==> src/rtl/hazard_scoreboard_unit_if.sv <==
// ID-stage hazard bus: the instruction descriptor in, the stall decision and scoreboard status out.
// The master drives the instruction; the scoreboard is the slave.
interface hazard_scoreboard_unit_if #(
  parameter int REG_W   = 4,
  parameter int NUM_SRC = 3,
  parameter int CNT_W   = 16
);
  logic                      id_valid;
  logic [NUM_SRC*REG_W-1:0]  src_addr;
  logic [NUM_SRC-1:0]        src_valid;
  logic [REG_W-1:0]          dest_addr;
  logic                      wb_en;
  logic                      is_load;
  logic                      forward_en;
  logic                      flush;
  logic                      stall;
  logic [(2**REG_W)-1:0]     busy_mask;
  logic [CNT_W-1:0]          hazard_cnt;

  modport master (
    output id_valid, src_addr, src_valid, dest_addr, wb_en, is_load, forward_en, flush,
    input  stall, busy_mask, hazard_cnt
  );

  modport slave (
    input  id_valid, src_addr, src_valid, dest_addr, wb_en, is_load, forward_en, flush,
    output stall, busy_mask, hazard_cnt
  );
endinterface

==> src/rtl/hazard_scoreboard_unit.sv <==
// Register scoreboard: each register has a pending-latency down-counter.
// An ID instruction stalls while any source it reads has a nonzero count.
module hazard_scoreboard_unit #(
  parameter int REG_W    = 4,
  parameter int NUM_SRC  = 3,
  parameter int LOAD_LAT = 1,
  parameter int WB_LAT   = 2,
  parameter int CNT_W    = 16
) (
  input  logic                      clk,
  input  logic                      rst_n,
  hazard_scoreboard_unit_if.slave   bus
);
  localparam int NUM_REG = 2**REG_W;
  localparam int MAX_LAT = (LOAD_LAT > WB_LAT) ? LOAD_LAT : WB_LAT;
  localparam int PEND_W  = (MAX_LAT < 1) ? 1 : $clog2(MAX_LAT + 1);

  logic [PEND_W-1:0]  pend_q [NUM_REG];
  logic [PEND_W-1:0]  pend_d [NUM_REG];
  logic [NUM_REG-1:0] busy_q, busy_d;
  logic [CNT_W-1:0]   hazard_cnt_q, hazard_cnt_d;
  logic               src_hit;
  logic               stall_c;
  logic               issue;
  logic [PEND_W-1:0]  issue_lat;

  // Sources look at pre-edge counts, so an instruction never sees its own write.
  always_comb begin
    src_hit = 1'b0;
    for (int i = 0; i < NUM_SRC; i++) begin
      if (bus.src_valid[i] && (pend_q[bus.src_addr[i*REG_W +: REG_W]] != '0)) begin
        src_hit = 1'b1;
      end
    end
    stall_c = bus.id_valid && !bus.flush && src_hit;
    issue   = bus.id_valid && bus.wb_en && !stall_c && !bus.flush;
  end

  always_comb begin
    issue_lat = '0;
    if (!bus.forward_en) begin
      issue_lat = PEND_W'(WB_LAT);
    end else if (bus.is_load) begin
      issue_lat = PEND_W'(LOAD_LAT);
    end
  end

  // Newest writer overwrites the count outright, even with zero.
  always_comb begin
    for (int r = 0; r < NUM_REG; r++) begin
      pend_d[r] = '0;
      if (issue && (bus.dest_addr == REG_W'(r))) begin
        pend_d[r] = issue_lat;
      end else if (pend_q[r] != '0) begin
        pend_d[r] = pend_q[r] - PEND_W'(1);
      end
      busy_d[r] = (pend_d[r] != '0);
    end
  end

  always_comb begin
    hazard_cnt_d = hazard_cnt_q;
    if (stall_c && (hazard_cnt_q != {CNT_W{1'b1}})) begin
      hazard_cnt_d = hazard_cnt_q + CNT_W'(1);
    end
  end

  always_ff @(posedge clk) begin
    if (!rst_n) begin
      for (int r = 0; r < NUM_REG; r++) begin
        pend_q[r] <= '0;
      end
      busy_q       <= '0;
      hazard_cnt_q <= '0;
    end else begin
      for (int r = 0; r < NUM_REG; r++) begin
        pend_q[r] <= pend_d[r];
      end
      busy_q       <= busy_d;
      hazard_cnt_q <= hazard_cnt_d;
    end
  end

  assign bus.stall      = stall_c;
  assign bus.busy_mask  = busy_q;
  assign bus.hazard_cnt = hazard_cnt_q;
endmodule

==> src/flat_wrapper.sv <==
// flat-port wrapper written by rule: the top's interface ports become plain ports
module hazard_scoreboard_unit_flat 
#(
  parameter int REG_W    = 4,
  parameter int NUM_SRC  = 3,
  parameter int LOAD_LAT = 1,
  parameter int WB_LAT   = 2,
  parameter int CNT_W    = 16
)
  (clk, rst_n, bus_id_valid, bus_src_addr, bus_src_valid, bus_dest_addr, bus_wb_en, bus_is_load, bus_forward_en, bus_flush, bus_stall, bus_busy_mask, bus_hazard_cnt);
  hazard_scoreboard_unit_if #(.REG_W(REG_W), .NUM_SRC(NUM_SRC), .CNT_W(CNT_W)) bus_i ();
  input  logic clk;
  input  logic rst_n;
  input wire logic [$bits(bus_i.id_valid)-1:0] bus_id_valid;
  input wire logic [$bits(bus_i.src_addr)-1:0] bus_src_addr;
  input wire logic [$bits(bus_i.src_valid)-1:0] bus_src_valid;
  input wire logic [$bits(bus_i.dest_addr)-1:0] bus_dest_addr;
  input wire logic [$bits(bus_i.wb_en)-1:0] bus_wb_en;
  input wire logic [$bits(bus_i.is_load)-1:0] bus_is_load;
  input wire logic [$bits(bus_i.forward_en)-1:0] bus_forward_en;
  input wire logic [$bits(bus_i.flush)-1:0] bus_flush;
  output wire logic [$bits(bus_i.stall)-1:0] bus_stall;
  output wire logic [$bits(bus_i.busy_mask)-1:0] bus_busy_mask;
  output wire logic [$bits(bus_i.hazard_cnt)-1:0] bus_hazard_cnt;
  assign bus_i.id_valid = bus_id_valid;
  assign bus_i.src_addr = bus_src_addr;
  assign bus_i.src_valid = bus_src_valid;
  assign bus_i.dest_addr = bus_dest_addr;
  assign bus_i.wb_en = bus_wb_en;
  assign bus_i.is_load = bus_is_load;
  assign bus_i.forward_en = bus_forward_en;
  assign bus_i.flush = bus_flush;
  assign bus_stall = bus_i.stall;
  assign bus_busy_mask = bus_i.busy_mask;
  assign bus_hazard_cnt = bus_i.hazard_cnt;
  hazard_scoreboard_unit #(.REG_W(REG_W), .NUM_SRC(NUM_SRC), .LOAD_LAT(LOAD_LAT), .WB_LAT(WB_LAT), .CNT_W(CNT_W)) u_core (.clk(clk), .rst_n(rst_n), .bus(bus_i));
endmodule
==> config.mk <==
export PLATFORM = sky130hd
export DESIGN_NAME = hazard_scoreboard_unit_flat
export DESIGN_NICKNAME = d
export VERILOG_FILES = /design/src/rtl/hazard_scoreboard_unit_if.sv /design/src/rtl/hazard_scoreboard_unit.sv /design/src/flat_wrapper.sv
export SDC_FILE = /design/constraint.sdc
export NUM_CORES = 1
export LEC_CHECK = 0
export ABC_AREA = 0
export CAP_MARGIN = 20
export CORE_ASPECT_RATIO = 1.4
export CORE_UTILIZATION = 40
export DETAILED_ROUTE_END_ITERATION = 10
export SLEW_MARGIN = 25
export SYNTH_ARGS = -nofsm -noshare
export SYNTH_HDL_FRONTEND = slang
export SYNTH_SLANG_ARGS = --single-unit
==> constraint.sdc <==
create_clock -name clk -period 4.17 [get_ports clk]
set_clock_uncertainty 0.1 [all_clocks]
set_input_delay 0.834 -clock clk [delete_from_list [all_inputs] [get_ports clk]]
set_output_delay 0.834 -clock clk [all_outputs]
set_load 0.1 [all_outputs]
==> out/qor.csv <==
metric;value;unit
Final Power;1.504;mW
clk root buf;clkbuf_16;
hpwl dp;6066;um
initial antenna violation count;0;
layout cell share with drive strength beyond 1;11.14;%
placed cell count;509;
commonest cells after routing, fill and taps aside;dfxtp_1, clkdlybuf4s50_1, mux2i_1;
Yosys reg bits;64;
crit end category;primary output;
Site Rows;39;
unrepaired setup endpoints after global routing;false;
Hold WC Path Type;register to register;
RePlAce Congestion;0.8377;
Fmax;0.2551;GHz
number of synthesized flops with an enable pin;0;
clock network fraction of total power;50.1;%
combinational share of power;9.0;%
worst-path fanout max;4;
antenna viol nets, final;0;
synthesis-to-layout area growth;29.37;%
Post-CTS Hold Buffers;0;
H-tree levels;3;
Final setup viols;0;
DR vias;3018;
placement-stage cell area;4014;um^2
cell chain of the critical path;clkdlybuf4s50_1, mux4_2, and3b_1, a311oi_2, a211oi_4, nor2_2, buf_12;
VDD IR-drop max;249.4;uV
Ys Warns;0;
Cells after Synth;366;
worst path required time;3.24;ns
die width;79.22;um
Pleak;1.606;nW
outcome;finished clean;
Syn Nets;393;
DRC violations left;0;
Slew @ Worst Pin;0.9849;ns
Max stage delay on crit path;0.60;ns
Avg Cell Area, Syn;9.124;um^2
fin cells;524;
die height;110.1;um
GR Overflow Total;0;
commonest non-fill, non-tap cell in the layout;dfxtp_1;
Global Route Usage Sum;21.31;%
Async SR Flop Fraction;0;%
max-cap violation count;0;
Critical Path AT;2.99;ns
Worst setup SP type;input pin;
endpoints failing hold;0;
WP buf/inv;2;
CORE AREA;8149;um^2
Setup Buffers After CTS;0;
Slew Limit Fails;0;
fin crit share;94.02;%
final instance area;4320;um^2
Pre-antenna DRT Iters;4;
io pins;59;
Period minus WS final;3.921;ns
Synth Cell Area;3339;um^2
nets;445;
DR vias/cell;5.760;
maximum number of pins on one net before global-route repair;61;
Storage cell area;1281;um^2
Routed WL;8644;um
Synth cell types;39;
Reg clk slew, reported paths;0.05;ns
routed len/inst;16.50;um
ANT cells;0;
clock tree buffer depth;2;
Sw Ratio;22.29;%
sequential share of power;40.9;%
critical path type;input pin to primary output;
sequential area share after synthesis;38.37;%
Top delay family on crit path;buffers and inverters;
CTS tree;done;
clk sinks;64;
worst skew pair latency;0.32;ns
Internal;1.169;mW
P_sw;0.3352;mW
IO Port Bufs;58;
CTS resizes;0;
Post-synth top flop;dfxtp_1;
vias in the first global route;2936;
Starting Density;40.98;%
Fillers;743;
Pwr Density;348.1;nW/um^2
Final Util;53.02;%
multi-input logic area;1944;um^2
starting DRC count in detailed routing;137;
die area;8723;um^2
Max transition margin;34.13;%
cts bufs inserted;9;
Worst path slowest cell;clkdlybuf4s50_1;
total negative slack;0;ns
first-pass GRT wire length;14190;um
[synthesized netlist by cell type, types with 4 or more instances]
| cell | count | area share [%] |
|---|---|---|
| a21oi_1 | 10 | 1.5 |
| nand2b_1 | 10 | 1.9 |
| and3_1 | 9 | 1.7 |
| nor2_1 | 32 | 3.6 |
| mux2_2 | 8 | 2.7 |
| nand2_1 | 33 | 3.7 |
| nand3_1 | 35 | 5.2 |
| inv_1 | 8 | 0.90 |
| nor4_1 | 4 | 0.75 |
| or4_1 | 5 | 1.1 |
| nor3_1 | 8 | 1.2 |
| clkbuf_1 | 16 | 1.8 |
| dfxtp_1 | 64 | 38 |
| nand4_1 | 12 | 2.2 |
| and2_1 | 4 | 0.75 |
| and4_1 | 9 | 2.4 |
| buf_2 | 6 | 0.90 |
| mux4_2 | 10 | 6.7 |
| mux2i_1 | 38 | 11 |
| o31ai_1 | 13 | 2.9 |
[state kept, by name, summed over array words and instances (netlist names)]
register               count
u_core.bus.hazard_cnt     16
u_core.pend_q             32
u_core.bus.busy_mask      16
[cell type report]
cell class | count | share of cell area (%)
Clock inverter | 3 | 0.9267
Timing Repair Buffer | 64 | 14.60
Multi-Input combinational cell | 271 | 45.00
Inverter | 8 | 0.6950
Sequential cell | 64 | 29.66
Clock buffer | 12 | 6.169
Tap cell | 102 | 2.954
[final timing paths]
kind,startpoint,to,slack [ns],cells past startpoint
setup / recovery,bus_src_addr[7],bus_stall,0.25,7
hold reg to reg,u_core.pend_q[11][0],u_core.pend_q[11][0],0.38,1
hold / removal,u_core.pend_q[11][0],u_core.pend_q[11][0],0.38,1
setup reg to reg,u_core.pend_q[1][0],u_core.pend_q[12][0],1.22,8
[cell families (layout without fill, tap and decap cells)]
group	Yosys count	in the layout	synth area share, %
AOI/OAI and AO/OA	44	44	10.15
buffers and inverters	31	87	3.709
and+or+nand+nor	170	170	26.56
muxes	56	56	20.83
adders and majority gates	1	1	0.3746
DFF	64	64	38.37
[power groups by stage]
stage                     clock (mW)  combinational, mW  sequential [mW]
after detailed placement           0              0.135            0.628
after floorplan                    0             0.0720            0.636
after CTS                      0.776              0.135            0.615
after global placement             0              0.134            0.628
after global routing           0.801              0.147            0.615
final                          0.753              0.136            0.616
[through the flow]
step	setup slack, ns	hold WS (ns)
final	0.2493	0.3802
after global placement	0.3066	0.3572
after CTS	0.2542	0.3757
after detailed placement	0.2793	0.3641
after global routing	0.1469	0.3973
after floorplan	0.1133	0.3402
[per-layer routing]
metal	GRT usage, %	vias up	share of wire [%]
li1	-	1473	-
met1	25.69	1426	44
met2	35.47	101	49
met3	4.033	18	4.9
met4	12.08	0	2.6
met5	0	-	0
(Power assumes the default switching activity.)
